## config.mk

```make
export PLATFORM = sky130hd
export DESIGN_NAME = upg_loader
export DESIGN_NICKNAME = d
export VERILOG_FILES = /design/src/rtl/upg_loader.sv
export SDC_FILE = /design/constraint.sdc
export NUM_CORES = 1
export LEC_CHECK = 0
export ABC_AREA = 1
export BUFFER_PORTS_ARGS = -buffer_cell sky130_fd_sc_hd__clkbuf_2
export CORE_MARGIN = 8
export CORE_UTILIZATION = 45
export DETAILED_ROUTE_END_ITERATION = 10
export SYNTH_ARGS = -nofsm -noshare
export SYNTH_HDL_FRONTEND = slang
export SYNTH_SLANG_ARGS = --single-unit
```

## constraint.sdc

```tcl
create_clock -name clk -period 3.04 [get_ports clk]
set_input_delay 0.152 -clock clk [delete_from_list [all_inputs] [get_ports clk]]
set_output_delay 0.152 -clock clk [all_outputs]
set_load 0.02 [all_outputs]
```

## src/rtl/upg_loader.sv

```systemverilog
// UART program loader: parses target/count header, assembles LE words,
// drives the UPG write port and verifies the XOR checksum.
module upg_loader #(
  parameter int ADDR_W      = 14,
  parameter int TIMEOUT_CYC = 1000000
) (
  input  logic              clk,
  input  logic              rst,
  input  logic              start_i,
  input  logic              rx_valid_i,
  input  logic [7:0]        rx_data_i,
  output logic              upg_wen_o,
  output logic [ADDR_W:0]   upg_adr_o,
  output logic [31:0]       upg_dat_o,
  output logic              upg_done_o,
  output logic              busy_o,
  output logic              err_o
);

  localparam int TW = $clog2(TIMEOUT_CYC + 1);
  localparam logic [TW-1:0] TMO_LAST = TW'(TIMEOUT_CYC - 1);
  localparam logic [16:0] MAX_CNT = 17'd1 << ADDR_W;

  localparam logic [2:0] S_IDLE  = 3'd0;
  localparam logic [2:0] S_TGT   = 3'd1;
  localparam logic [2:0] S_CNT0  = 3'd2;
  localparam logic [2:0] S_CNT1  = 3'd3;
  localparam logic [2:0] S_DATA  = 3'd4;
  localparam logic [2:0] S_CSUM  = 3'd5;
  localparam logic [2:0] S_DONE  = 3'd6;
  localparam logic [2:0] S_ERROR = 3'd7;

  logic [2:0]        state_q, state_d;
  logic              tgt_q, tgt_d;
  logic [15:0]       cnt_q, cnt_d;
  logic [ADDR_W-1:0] widx_q, widx_d;
  logic [1:0]        bcnt_q, bcnt_d;
  logic [23:0]       buf_q, buf_d;
  logic [7:0]        csum_q, csum_d;
  logic [TW-1:0]     tmo_q, tmo_d;
  logic              wen_q, wen_d;
  logic [ADDR_W:0]   adr_q, adr_d;
  logic [31:0]       dat_q, dat_d;

  logic        busy;
  logic [15:0] cnt_full;
  logic        last_word;

  assign busy = (state_q != S_IDLE) && (state_q != S_DONE)
             && (state_q != S_ERROR);
  assign cnt_full  = {rx_data_i, cnt_q[7:0]};
  assign last_word = (17'(widx_q) + 17'd1) == {1'b0, cnt_q};

  always_comb begin
    state_d = state_q;
    tgt_d   = tgt_q;
    cnt_d   = cnt_q;
    widx_d  = widx_q;
    bcnt_d  = bcnt_q;
    buf_d   = buf_q;
    csum_d  = csum_q;
    tmo_d   = tmo_q;
    wen_d   = 1'b0;
    adr_d   = adr_q;
    dat_d   = dat_q;

    // Watchdog between bytes; any accepted byte rearms it.
    if (busy) begin
      if (rx_valid_i) begin
        tmo_d = '0;
      end else if (tmo_q == TMO_LAST) begin
        state_d = S_ERROR;
      end else begin
        tmo_d = tmo_q + 1'b1;
      end
    end

    case (state_q)
      S_IDLE, S_DONE, S_ERROR: begin
        if (start_i) begin
          state_d = S_TGT;
          csum_d  = '0;
          widx_d  = '0;
          bcnt_d  = '0;
          cnt_d   = '0;
          tmo_d   = '0;
        end
      end
      S_TGT: begin
        if (rx_valid_i) begin
          csum_d = csum_q ^ rx_data_i;
          if (rx_data_i == 8'h00 || rx_data_i == 8'h01) begin
            tgt_d   = rx_data_i[0];
            state_d = S_CNT0;
          end else begin
            state_d = S_ERROR;
          end
        end
      end
      S_CNT0: begin
        if (rx_valid_i) begin
          csum_d     = csum_q ^ rx_data_i;
          cnt_d[7:0] = rx_data_i;
          state_d    = S_CNT1;
        end
      end
      S_CNT1: begin
        if (rx_valid_i) begin
          csum_d = csum_q ^ rx_data_i;
          cnt_d  = cnt_full;
          if ({1'b0, cnt_full} > MAX_CNT) begin
            state_d = S_ERROR;
          end else if (cnt_full == 16'd0) begin
            state_d = S_CSUM;
          end else begin
            state_d = S_DATA;
          end
        end
      end
      S_DATA: begin
        if (rx_valid_i) begin
          csum_d = csum_q ^ rx_data_i;
          bcnt_d = bcnt_q + 2'd1;
          if (bcnt_q == 2'd3) begin
            wen_d  = 1'b1;
            adr_d  = {tgt_q, widx_q};
            dat_d  = {rx_data_i, buf_q};
            widx_d = widx_q + 1'b1;
            if (last_word) begin
              state_d = S_CSUM;
            end
          end else begin
            buf_d[8*bcnt_q +: 8] = rx_data_i;
          end
        end
      end
      S_CSUM: begin
        if (rx_valid_i) begin
          state_d = (rx_data_i == csum_q) ? S_DONE : S_ERROR;
        end
      end
      default: state_d = S_IDLE;
    endcase
  end

  always_ff @(posedge clk) begin
    if (rst) begin
      state_q <= S_IDLE;
      tgt_q   <= 1'b0;
      cnt_q   <= '0;
      widx_q  <= '0;
      bcnt_q  <= '0;
      buf_q   <= '0;
      csum_q  <= '0;
      tmo_q   <= '0;
      wen_q   <= 1'b0;
      adr_q   <= '0;
      dat_q   <= '0;
    end else begin
      state_q <= state_d;
      tgt_q   <= tgt_d;
      cnt_q   <= cnt_d;
      widx_q  <= widx_d;
      bcnt_q  <= bcnt_d;
      buf_q   <= buf_d;
      csum_q  <= csum_d;
      tmo_q   <= tmo_d;
      wen_q   <= wen_d;
      adr_q   <= adr_d;
      dat_q   <= dat_d;
    end
  end

  assign upg_wen_o  = wen_q;
  assign upg_adr_o  = adr_q;
  assign upg_dat_o  = dat_q;
  assign busy_o     = busy;
  assign upg_done_o = (state_q == S_DONE);
  assign err_o      = (state_q == S_ERROR);

endmodule
```

==> out/results.ini <==
[sta]
finalHoldViolations = 0
setup-tns-final_ns = 0
setup_viol = 0
fmax_mhz = 436.1
whs_ns = 0.1154
worstMarginPinSlew_ns = 0.9164
rsz0062_at_grt = false
fin_skew_ns = 0.007009
drv_slew = 0
period_share = 0.7542
slew_headroom = 0.3891
fin_ws_ns = 0.7471
period_needed_ns = 2.293

[cells_and_area]
syn2layout_area_growth_pct = 16.23
seq_area_um2 = 2723
fillers = 1429
layout.cells.non_filler = 1145
final_core_util = 0.5369
multi_input_area_um2 = 3224
finish.instance_area_um2 = 7481
drive_above_1_share = 0.1202
antenna_cells = 0
final_nets = 971

[placed_design]
dp_slack_ns = 0.7651
dp.cells = 1113
dpl_cell_area_um2 = 6835
globalplace.congestion = 0.8460
dp_hpwl_um = 11380
port_buffers = 62

[synthesis]
synth_top_family_by_area = simple AND/OR/NAND/NOR gates
yosys.area.top_type = dfxtp_1
synth_edf_count = 0
synth.top_cell.area_share = 0.4230
async_reset_ff_frac = 0
synth.most_common_cell = nand2_1
yosys_most_used_dff = dfxtp_1
synthXorXnorAreaFrac = 0.02449
synth.net_count = 925
avgSynthCellArea_um2 = 7.104
ys_top_cells_by_count = nand2_1, dfxtp_1, nor2_1
syn_inst = 906
synth_area_um2 = 6436
synth_seq_cells = 136
synth_area_leaders = dfxtp_1, nand2_1, a21oi_1
yosys_warnings = 0
synthAdderAreaFrac = 0.01361
seq_area_frac_synth = 0.4230
synth-simple-area-share = 0.2967
synth_compound_area_frac = 0.1650
synth_cell_type_count = 42
muxShareOfSynthArea = 0

[min_path]
hold_start = rx_data_i[3]
worst_hold_path.endpoint = upg_dat_o[27]
hold_class = primary input to register
holdPathStages = 3

[critical_path]
critPathMaxFanout = 20
crit_arrival_ns = 2.57
critPathKind = register to register
reg2regPathDepth = 12
critPathLaunchType = register
r2r_end = widx_q[10]
reg2reg_slack_ns = 0.75
rr_startpoint = state_q[1]
critPathCaptureType = register
worstPathRequired_ns = 3.32

[power_and_ir_drop]
p_per_area_nw_per_um2 = 819.3
power.leakage_nw = 3.128
peakVddDrop_mv = 0.4374
power_mw = 6.129

[floorplanning]
dieArea_um2 = 18390
rows = 43
num_io_pins = 63
fp.dieH_um = 135.6
start_util = 0.4619
chipWidth_um = 135.6
coreArea_um2 = 13930

[drt]
drt_first_pass_iters = 5
wl_per_cell_um = 14.59
drcViolationCount = 0
vias = 6018
drt_first_iter_violations = 617
routed_wl_um = 16700
vias_per_cell = 5.256
postRouteAntennaNets = 0

[clock_network]
clk_path_buf_depth = 2
clk_latency_ns = 0.42
post_cts.repair.setup_buffers = 0
cts_tree = built
htree_num_levels = 4
clk_pin_slew_ns = 0.06
cts.sinks = 136
cts_resized = 0
cts_made_buffers = 17
cts_root_buf = clkbuf_16
ctsHoldBuffers = 0

[global_routing]
overflow = 0
grt_first_pass_wirelength_um = 27320
grtUsageTotal = 0.1850
grt_max_degree = 84
antenna_found_initial = 0
grt_pass1_vias = 5336

[run_status]
status = complete, no violations

[flow_run]
cap_violations = 0

worst max-delay path by stage:
stage / start / end / slack [ns] / cells after the start
3_3_place_gp: state_q[1] / widx_q[10] / 0.84 / 12
4_1_cts: state_q[1] / widx_q[10] / 0.75 / 12
3_5_place_dp: state_q[1] / widx_q[10] / 0.77 / 12
5_1_grt: state_q[1] / widx_q[10] / 0.52 / 12
6_report: state_q[1] / widx_q[10] / 0.75 / 12
2_1_floorplan: widx_q[0] / state_q[0] / 1.28 / 13
area by class of cell:
cell class / count / area share
Clock buffer: 20 / 0.06105
Clock inverter: 12 / 0.02526
Inverter: 80 / 0.04014
Multi-Input combinational cell: 648 / 0.4310
Sequential cell: 136 / 0.3639
Tap cell: 180 / 0.03011
Timing Repair Buffer: 69 / 0.04850
where the power goes:
part | total, mW | switching [mW] | internal (mW)
registers | 2.10 | 0.138 | 1.96
clock network | 2.25 | 0.820 | 1.43
logic | 1.78 | 1.24 | 0.544
total | 6.13 | 2.20 | 3.93
worst max-delay path, cell delays in order (launching register included):
cell     delay (ns)
dfxtp_1        0.52
nand2_1        0.16
nand2_2        0.17
inv_2          0.11
nor2_8         0.25
inv_2          0.12
nand2_1        0.17
inv_1          0.06
nand2_1        0.06
buf_4          0.24
inv_2          0.09
o21ai_0        0.14
nor2_1         0.05
routing by layer:
metal | wire (um) | track usage | vias to the layer above | share of wire
li1 | - | - | 3141 | -
met4 | 285 | 0.06663 | 0 | 0.017
met3 | 939 | 0.04896 | 25 | 0.056
met2 | 7020 | 0.2581 | 134 | 0.42
met1 | 8456 | 0.2649 | 2718 | 0.51
met5 | 0 | 0 | - | 0
registers in the layout, indices dropped and copies added (netlist names):
register / cells
upg_dat_o: 32
buf_q: 24
tmo_q: 20
cnt_q: 16
upg_adr_o: 15
widx_q: 14
csum_q: 8
state_q: 3
bcnt_q: 2
tgt_q: 1
upg_wen_o: 1
kinds of logic after synthesis:
group / after synthesis
compound gates: 191
xor+xnor: 18
fa+ha+maj: 7
buf+inv: 122
flops: 136
simple gates: 432
layout by cell type (no fill, tap or decap), types with 3 or more instances in the layout:
master | netlist | final
nand2_1 | 188 | 188
dfxtp_1 | 136 | 136
nor2_1 | 115 | 114
a21oi_1 | 90 | 90
inv_1 | 74 | 74
clkbuf_2 | 0 | 62
o21ai_0 | 59 | 59
nand3_1 | 53 | 53
nand4_1 | 24 | 24
a211oi_1 | 24 | 24
clkbuf_16 | 0 | 17
nor3_1 | 13 | 13
or3_1 | 12 | 12
xor2_1 | 12 | 12
a31oi_1 | 8 | 8
ha_1 | 7 | 7
buf_4 | 1 | 7
xnor2_1 | 6 | 6
nor4_1 | 6 | 6
nand3b_1 | 5 | 5
inv_2 | 4 | 4
or4_1 | 4 | 4
clkinv_4 | 0 | 4
bufinv_16 | 0 | 4
o211ai_1 | 3 | 3
inv_6 | 0 | 3
No activity file was read; power rests on OpenSTA's default activity.
